### src/rtl/uart_rx_cmd_ctrl_if.sv
// uart_rx_cmd_ctrl_if: received-byte input and request output bundle for uart_rx_cmd_ctrl
//  i_rx_valid/i_rx_data/i_parity_error/i_stop_error : byte from the UART receiver
//  i_ready                                           : downstream accepts current request
//  o_reg_wr_en/o_reg_rd_en/o_reg_addr/o_reg_wr_data  : register-file request
//  o_alu_en/o_alu_op_a/o_alu_op_b/o_alu_fun          : ALU request
//  o_frame_err/o_overrun/o_busy                      : status
interface uart_rx_cmd_ctrl_if #(
    parameter int WIDTH      = 8,
    parameter int ADDR_WIDTH = 4,
    parameter int FUN_WIDTH  = 4
);
    logic                  i_rx_valid;
    logic [WIDTH-1:0]      i_rx_data;
    logic                  i_parity_error;
    logic                  i_stop_error;
    logic                  i_ready;
    logic                  o_reg_wr_en;
    logic                  o_reg_rd_en;
    logic [ADDR_WIDTH-1:0] o_reg_addr;
    logic [WIDTH-1:0]      o_reg_wr_data;
    logic                  o_alu_en;
    logic [WIDTH-1:0]      o_alu_op_a;
    logic [WIDTH-1:0]      o_alu_op_b;
    logic [FUN_WIDTH-1:0]  o_alu_fun;
    logic                  o_frame_err;
    logic                  o_overrun;
    logic                  o_busy;
    modport slave (
        input  i_rx_valid, i_rx_data, i_parity_error, i_stop_error, i_ready,
        output o_reg_wr_en, o_reg_rd_en, o_reg_addr, o_reg_wr_data,
               o_alu_en, o_alu_op_a, o_alu_op_b, o_alu_fun,
               o_frame_err, o_overrun, o_busy
    );
    modport master (
        output i_rx_valid, i_rx_data, i_parity_error, i_stop_error, i_ready,
        input  o_reg_wr_en, o_reg_rd_en, o_reg_addr, o_reg_wr_data,
               o_alu_en, o_alu_op_a, o_alu_op_b, o_alu_fun,
               o_frame_err, o_overrun, o_busy
    );
endinterface

### src/rtl/uart_rx_cmd_ctrl.sv
// uart_rx_cmd_ctrl: parses UART command frames into register-file and ALU requests
//  i_clk : system clock
//  i_rst : asynchronous reset, active-high
//  bus   : byte input, valid/ready request output and status (uart_rx_cmd_ctrl_if.slave)
module uart_rx_cmd_ctrl #(
    parameter int              WIDTH       = 8,
    parameter int              ADDR_WIDTH  = 4,
    parameter int              FUN_WIDTH   = 4,
    parameter int              TIMEOUT     = 1024,
    parameter logic [WIDTH-1:0] CMD_WR      = 'hAA,
    parameter logic [WIDTH-1:0] CMD_RD      = 'hBB,
    parameter logic [WIDTH-1:0] CMD_ALU_OP  = 'hCC,
    parameter logic [WIDTH-1:0] CMD_ALU_NOP = 'hDD
) (
    input logic               i_clk,
    input logic               i_rst,
    uart_rx_cmd_ctrl_if.slave bus
);
    localparam int CW = $clog2(TIMEOUT);
    typedef enum logic [3:0] {IDLE, WR_ADDR, WR_DATA, RD_ADDR, ALU_A, ALU_B, ALU_FUN, NOP_FUN, ISSUE} state_e;
    typedef enum logic [1:0] {REQ_WR, REQ_RD, REQ_ALU} req_e;
    state_e                state_q, state_d;
    req_e                  req_q, req_d;
    logic [CW-1:0]         cnt_q, cnt_d;
    logic [WIDTH-1:0]      tmp_a_q, tmp_a_d, tmp_b_q, tmp_b_d;
    logic [WIDTH-1:0]      op_a_q, op_a_d, op_b_q, op_b_d, wr_data_q, wr_data_d;
    logic [ADDR_WIDTH-1:0] addr_q, addr_d;
    logic [FUN_WIDTH-1:0]  fun_q, fun_d;
    logic                  frame_err_q, frame_err_d, overrun_q, overrun_d;
    logic [WIDTH-1:0]      d;
    logic                  rx_good, rx_bad;
    assign d       = bus.i_rx_data;
    assign rx_good = bus.i_rx_valid && !bus.i_parity_error && !bus.i_stop_error;
    assign rx_bad  = bus.i_rx_valid && (bus.i_parity_error || bus.i_stop_error);
    // Partial fields live in tmp_a/tmp_b; visible outputs change only when a frame completes.
    always_comb begin
        state_d     = state_q;
        req_d       = req_q;
        cnt_d       = '0;
        tmp_a_d     = tmp_a_q;
        tmp_b_d     = tmp_b_q;
        op_a_d      = op_a_q;
        op_b_d      = op_b_q;
        wr_data_d   = wr_data_q;
        addr_d      = addr_q;
        fun_d       = fun_q;
        frame_err_d = 1'b0;
        overrun_d   = 1'b0;
        case (state_q)
            IDLE: begin
                state_d = !rx_good ? IDLE :
                          d == CMD_WR ? WR_ADDR :
                          d == CMD_RD ? RD_ADDR :
                          d == CMD_ALU_OP ? ALU_A :
                          d == CMD_ALU_NOP ? NOP_FUN : IDLE;
                frame_err_d = rx_bad || (rx_good && state_d == IDLE);
            end
            ISSUE: begin
                overrun_d = bus.i_rx_valid;
                state_d   = bus.i_ready ? IDLE : ISSUE;
            end
            default: begin
                if (rx_bad) begin
                    state_d     = IDLE;
                    frame_err_d = 1'b1;
                end else if (rx_good) begin
                    case (state_q)
                        WR_ADDR: begin
                            tmp_a_d = d;
                            state_d = WR_DATA;
                        end
                        WR_DATA: begin
                            addr_d    = tmp_a_q[ADDR_WIDTH-1:0];
                            wr_data_d = d;
                            req_d     = REQ_WR;
                            state_d   = ISSUE;
                        end
                        RD_ADDR: begin
                            addr_d  = d[ADDR_WIDTH-1:0];
                            req_d   = REQ_RD;
                            state_d = ISSUE;
                        end
                        ALU_A: begin
                            tmp_a_d = d;
                            state_d = ALU_B;
                        end
                        ALU_B: begin
                            tmp_b_d = d;
                            state_d = ALU_FUN;
                        end
                        ALU_FUN: begin
                            op_a_d  = tmp_a_q;
                            op_b_d  = tmp_b_q;
                            fun_d   = d[FUN_WIDTH-1:0];
                            req_d   = REQ_ALU;
                            state_d = ISSUE;
                        end
                        default: begin
                            fun_d   = d[FUN_WIDTH-1:0];
                            req_d   = REQ_ALU;
                            state_d = ISSUE;
                        end
                    endcase
                end else if (cnt_q == CW'(TIMEOUT - 1)) begin
                    state_d     = IDLE;
                    frame_err_d = 1'b1;
                end else begin
                    cnt_d = cnt_q + 1'b1;
                end
            end
        endcase
    end
    always_ff @(posedge i_clk or posedge i_rst) begin
        if (i_rst) begin
            state_q     <= IDLE;
            req_q       <= REQ_WR;
            cnt_q       <= '0;
            tmp_a_q     <= '0;
            tmp_b_q     <= '0;
            op_a_q      <= '0;
            op_b_q      <= '0;
            wr_data_q   <= '0;
            addr_q      <= '0;
            fun_q       <= '0;
            frame_err_q <= 1'b0;
            overrun_q   <= 1'b0;
        end else begin
            state_q     <= state_d;
            req_q       <= req_d;
            cnt_q       <= cnt_d;
            tmp_a_q     <= tmp_a_d;
            tmp_b_q     <= tmp_b_d;
            op_a_q      <= op_a_d;
            op_b_q      <= op_b_d;
            wr_data_q   <= wr_data_d;
            addr_q      <= addr_d;
            fun_q       <= fun_d;
            frame_err_q <= frame_err_d;
            overrun_q   <= overrun_d;
        end
    end
    assign bus.o_reg_wr_en   = state_q == ISSUE && req_q == REQ_WR;
    assign bus.o_reg_rd_en   = state_q == ISSUE && req_q == REQ_RD;
    assign bus.o_alu_en      = state_q == ISSUE && req_q == REQ_ALU;
    assign bus.o_reg_addr    = addr_q;
    assign bus.o_reg_wr_data = wr_data_q;
    assign bus.o_alu_op_a    = op_a_q;
    assign bus.o_alu_op_b    = op_b_q;
    assign bus.o_alu_fun     = fun_q;
    assign bus.o_frame_err   = frame_err_q;
    assign bus.o_overrun     = overrun_q;
    assign bus.o_busy        = state_q != IDLE;
endmodule
### src/flat_wrapper.sv
// flat-port wrapper written by rule: the top's interface ports become plain ports
module uart_rx_cmd_ctrl_flat 
#(
    parameter int              WIDTH       = 8,
    parameter int              ADDR_WIDTH  = 4,
    parameter int              FUN_WIDTH   = 4,
    parameter int              TIMEOUT     = 1024,
    parameter logic [WIDTH-1:0] CMD_WR      = 'hAA,
    parameter logic [WIDTH-1:0] CMD_RD      = 'hBB,
    parameter logic [WIDTH-1:0] CMD_ALU_OP  = 'hCC,
    parameter logic [WIDTH-1:0] CMD_ALU_NOP = 'hDD
)
  (i_clk, i_rst, bus_i_rx_valid, bus_i_rx_data, bus_i_parity_error, bus_i_stop_error, bus_i_ready, bus_o_reg_wr_en, bus_o_reg_rd_en, bus_o_reg_addr, bus_o_reg_wr_data, bus_o_alu_en, bus_o_alu_op_a, bus_o_alu_op_b, bus_o_alu_fun, bus_o_frame_err, bus_o_overrun, bus_o_busy);
  uart_rx_cmd_ctrl_if #(.WIDTH(WIDTH), .ADDR_WIDTH(ADDR_WIDTH), .FUN_WIDTH(FUN_WIDTH)) bus_i ();
  input logic i_clk;
  input logic i_rst;
  input wire logic [$bits(bus_i.i_rx_valid)-1:0] bus_i_rx_valid;
  input wire logic [$bits(bus_i.i_rx_data)-1:0] bus_i_rx_data;
  input wire logic [$bits(bus_i.i_parity_error)-1:0] bus_i_parity_error;
  input wire logic [$bits(bus_i.i_stop_error)-1:0] bus_i_stop_error;
  input wire logic [$bits(bus_i.i_ready)-1:0] bus_i_ready;
  output wire logic [$bits(bus_i.o_reg_wr_en)-1:0] bus_o_reg_wr_en;
  output wire logic [$bits(bus_i.o_reg_rd_en)-1:0] bus_o_reg_rd_en;
  output wire logic [$bits(bus_i.o_reg_addr)-1:0] bus_o_reg_addr;
  output wire logic [$bits(bus_i.o_reg_wr_data)-1:0] bus_o_reg_wr_data;
  output wire logic [$bits(bus_i.o_alu_en)-1:0] bus_o_alu_en;
  output wire logic [$bits(bus_i.o_alu_op_a)-1:0] bus_o_alu_op_a;
  output wire logic [$bits(bus_i.o_alu_op_b)-1:0] bus_o_alu_op_b;
  output wire logic [$bits(bus_i.o_alu_fun)-1:0] bus_o_alu_fun;
  output wire logic [$bits(bus_i.o_frame_err)-1:0] bus_o_frame_err;
  output wire logic [$bits(bus_i.o_overrun)-1:0] bus_o_overrun;
  output wire logic [$bits(bus_i.o_busy)-1:0] bus_o_busy;
  assign bus_i.i_rx_valid = bus_i_rx_valid;
  assign bus_i.i_rx_data = bus_i_rx_data;
  assign bus_i.i_parity_error = bus_i_parity_error;
  assign bus_i.i_stop_error = bus_i_stop_error;
  assign bus_i.i_ready = bus_i_ready;
  assign bus_o_reg_wr_en = bus_i.o_reg_wr_en;
  assign bus_o_reg_rd_en = bus_i.o_reg_rd_en;
  assign bus_o_reg_addr = bus_i.o_reg_addr;
  assign bus_o_reg_wr_data = bus_i.o_reg_wr_data;
  assign bus_o_alu_en = bus_i.o_alu_en;
  assign bus_o_alu_op_a = bus_i.o_alu_op_a;
  assign bus_o_alu_op_b = bus_i.o_alu_op_b;
  assign bus_o_alu_fun = bus_i.o_alu_fun;
  assign bus_o_frame_err = bus_i.o_frame_err;
  assign bus_o_overrun = bus_i.o_overrun;
  assign bus_o_busy = bus_i.o_busy;
  uart_rx_cmd_ctrl #(.WIDTH(WIDTH), .ADDR_WIDTH(ADDR_WIDTH), .FUN_WIDTH(FUN_WIDTH), .TIMEOUT(TIMEOUT), .CMD_WR(CMD_WR), .CMD_RD(CMD_RD), .CMD_ALU_OP(CMD_ALU_OP), .CMD_ALU_NOP(CMD_ALU_NOP)) u_core (.i_clk(i_clk), .i_rst(i_rst), .bus(bus_i));
endmodule
### config.mk
export PLATFORM = sky130hd
export DESIGN_NAME = uart_rx_cmd_ctrl_flat
export DESIGN_NICKNAME = d
export VERILOG_FILES = /design/src/rtl/uart_rx_cmd_ctrl_if.sv /design/src/rtl/uart_rx_cmd_ctrl.sv /design/src/flat_wrapper.sv
export SDC_FILE = /design/constraint.sdc
export NUM_CORES = 1
export LEC_CHECK = 0
export BUFFER_PORTS_ARGS = -buffer_cell sky130_fd_sc_hd__buf_2
export CAP_MARGIN = 25
export CORE_MARGIN = 2
export CORE_UTILIZATION = 35
export CTS_CLUSTER_SIZE = 16
export DETAILED_ROUTE_END_ITERATION = 8
export GPL_TIMING_DRIVEN = 0
export PLACE_DENSITY = 0.52
export SLEW_MARGIN = 10
export SYNTH_ARGS = -nofsm -noshare
export SYNTH_HDL_FRONTEND = slang
export SYNTH_SLANG_ARGS = --single-unit
### constraint.sdc
create_clock -name i_clk -period 2.53 [get_ports i_clk]
set_clock_uncertainty 0.2 [all_clocks]
set_input_delay 0.253 -clock i_clk [delete_from_list [all_inputs] [get_ports i_clk]]
set_output_delay 0.253 -clock i_clk [all_outputs]
set_load 0.03 [all_outputs]
==> results.yml <==
finish:
  ff_latch_area_um2: 1650
  layout_common_cells: "dfrtp_1 (66), buf_2 (51), mux2_2 (44)"
  antenna_cells: 0
  final_core_util: 0.455
  fin_area_um2: 3550
  multi_input_area_um2: 1140
  fin_nets: 298
  stdcell_count: 390
  fillCellCount: 751
  final_common_cell: "dfrtp_1"
  area_delta_synth_final_pct: 24.4
  drive_gt1_frac: 0.434
route:
  antenna_left: 0
  first_pass_iters: 4
  totalWireLength_mm: 6.03
  vias: 1940
  drt_iter0_markers: 61
  drc: 0
  vias_per_cell: 4.97
  routedWlPerCell_um: 15.5
die:
  ios: 52
  core-area_um2: 7810
  dieArea_um2: 8900
  start_util: 0.366
  die_x_um: 94.3
  row_count: 32
  chipHeight_um: 94.3
clock_network:
  clock_sinks: 66
  root_buffer: "clkbuf_8"
  clk_pin_slew_ns: 0.08
  cts-htree-levels: 3
  cts_tree: "yes"
  post_cts_buffers: 0
  cts-buffers-inserted: 9
  clock_latency_ns: 0.36
  ctsLongestPathBuffers: 2
timing:
  max_freq_ghz: 0.423
  fin_ws_ns: 0.163
  period_share: 0.936
  max_slew_margin: 0.571
  worst_slew_pin_slew_ns: 0.643
  fin_crit_ns: 2.37
  holdWs_ns: 0.0106
  maxSlewViolCount: 0
  rsz0062_at_grt: "no"
  setup_viol: 0
  hold_viol_final: 0
hold_path:
  min_path_type: "input port to register"
  holdPathEnd: "u_core.tmp_b_q[6]"
  hp-start: "bus_i_rx_data[6]"
  whs_path_depth: 2
worst_setup_path:
  startpoint_type: "register"
  r2r_slack_ns: 0.16
  worstSetupEndpointType: "register"
  cp_max_fo: 10
  worstReg2RegEnd: "u_core.bus.o_alu_op_a[3]"
  path_cells: "or4b_1, buf_2, nor3_4, buf_8, mux2_2"
  critPathMaxStageDelay_ns: 0.52
  cp_data_required_time_ns: 2.57
  path_class: "register to register"
  r2r_start: "u_core.state_q[3]"
  arrival_ns: 2.41
  reg2regPathDepth: 5
  worst_path_max_delay_cell: "or4b_1"
place:
  place_hpwl_mm: 4.12
  routabilityCongestion: 0.752
  portBuffers: 50
  pre_cts_ws_ns: 0.0348
  dp_cells: 370
  place_area_um2: 3260
synthesis:
  synth.cell_area_um2: 2860
  synth_seq_cells: 66
  ys.warnings.count: 0
  ys_types: 39
  postSynthNetCount: 232
  synthCells: 217
  synth.yosys.seq_area_share: 0.578
  avgSynthCellArea_um2: 13.2
power:
  ir_worst_vdd_mv: 0.268
  powerDensity_nw_per_um2: 637
  p_leak_nw: 1.76
global_route:
  grtUsageTotal: 0.155
  grt_first_pass_wirelength_mm: 10.2
  grt_max_degree: 46
  grt_antenna_before_repair: 0
  grt_overflow: 0
  grt_pass1_vias: 1937
outcome:
  status: "finished clean"
job:
  maxCapViolCount: 0
## layer usage
metal	wire length (um)	up-vias	track usage	part of all wire
met3	290	8	0.0482	0.048
met5	0	-	0	0
met2	2840	41	0.230	0.47
met4	138	0	0.0737	0.023
li1	-	921	-	-
met1	2760	970	0.206	0.46
## power breakdown
group | total (W) | internal (W) | switching (W)
Combinational | 0.000108 | 0.0000395 | 0.0000685
Clock | 0.00108 | 0.000658 | 0.000419
Sequential | 0.00108 | 0.00107 | 0.00000716
## sequential cells by signal, indices dropped and copies added (netlist names)
name / count
u_core.bus.o_alu_fun: 4
u_core.bus.o_alu_op_a: 8
u_core.bus.o_alu_op_b: 8
u_core.bus.o_frame_err: 1
u_core.bus.o_overrun: 1
u_core.bus.o_reg_addr: 4
u_core.bus.o_reg_wr_data: 8
u_core.cnt_q: 10
u_core.req_q: 2
u_core.state_q: 4
u_core.tmp_a_q: 8
u_core.tmp_b_q: 8
## worst max-delay path, delay by kind of cell, from the launching register on
kind | cells | cell delay, ns
DFF | 1 | 0.45
and+or+nand+nor | 2 | 0.88
muxes | 1 | 0.33
buffers and inverters | 2 | 0.38
## Yosys cell counts
library cell | instances | area share
a21oi_1 | 3 | 0.0053
a221o_1 | 1 | 0.0035
a221oi_1 | 1 | 0.0031
a22oi_1 | 1 | 0.0026
a311o_2 | 1 | 0.0039
a31oi_1 | 2 | 0.0044
a41o_2 | 1 | 0.0039
and3_1 | 1 | 0.0022
and3_2 | 1 | 0.0026
and4_1 | 4 | 0.012
buf_2 | 1 | 0.0018
buf_6 | 2 | 0.0079
buf_8 | 1 | 0.0053
clkbuf_1 | 4 | 0.0053
dfrtp_1 | 66 | 0.58
ha_1 | 1 | 0.0044
inv_1 | 4 | 0.0053
mux2_2 | 44 | 0.17
mux2i_1 | 4 | 0.014
nand2_1 | 14 | 0.018
nand2b_1 | 2 | 0.0044
nand3_1 | 4 | 0.0070
nand3b_2 | 1 | 0.0039
nand4_1 | 4 | 0.0088
nor2_1 | 12 | 0.016
nor2_4 | 1 | 0.0039
nor2b_1 | 2 | 0.0044
nor3_1 | 7 | 0.012
nor3_4 | 2 | 0.011
nor3b_1 | 2 | 0.0053
nor4b_1 | 1 | 0.0031
o211ai_1 | 1 | 0.0026
o21ai_0 | 6 | 0.011
o22ai_1 | 1 | 0.0022
or4b_1 | 1 | 0.0035
or4bb_1 | 2 | 0.0079
or4bb_2 | 1 | 0.0044
xnor2_1 | 3 | 0.0092
xor2_1 | 7 | 0.021
## worst max path at each step
stage / startpoint / endpoint / slack (ns) / cells after the start
floorplan: u_core.state_q[2] / bus_o_reg_rd_en / 0.25 / 5
global placement: i_rst / u_core.bus.o_alu_op_a[0] / -0.52 / 2
detailed placement: u_core.state_q[3] / u_core.bus.o_reg_wr_data[7] / 0.03 / 4
CTS: u_core.state_q[3] / u_core.bus.o_reg_wr_data[2] / 0.03 / 4
global route: u_core.state_q[3] / u_core.bus.o_alu_op_a[5] / 0.05 / 5
finish: u_core.state_q[3] / u_core.bus.o_alu_op_a[3] / 0.16 / 5
## per-stage QoR
step	setup TNS, ns	total power, W
after global routing	0	0.00236
after detailed placement	0	0.00120
final	0	0.00226
after global placement	-34.47	0.00119
after CTS	0	0.00229
after floorplan	0	0.00115
## area by class of cell
type,instances,area share
Sequential cell,66,0.465
Multi-Input combinational cell,139,0.320
Timing Repair Buffer,55,0.0895
Clock buffer,10,0.0359
Tap cell,102,0.0359
Clock inverter,6,0.0317
Buffer,8,0.0166
Inverter,4,0.00493
## repair_timing
item	4_1_cts	5_1_grt
pin swaps	0	1
resized for setup	1	1
hold buffers	4	0
endpoints found under the hold margin	71	0
endpoints found under the setup margin	1	8
## kinds of logic (layout without fill, tap and decap cells)
group / after synthesis / in the layout / share of synthesized area
flops: 66 / 66 / 0.578
simple gates: 62 / 62 / 0.131
mux: 48 / 48 / 0.188
compound gates: 18 / 18 / 0.0421
buf+inv: 12 / 83 / 0.0254
xor+xnor: 10 / 10 / 0.0307
fa+ha+maj: 1 / 1 / 0.00438
Note: power is estimated with default switching activity, not from simulation.
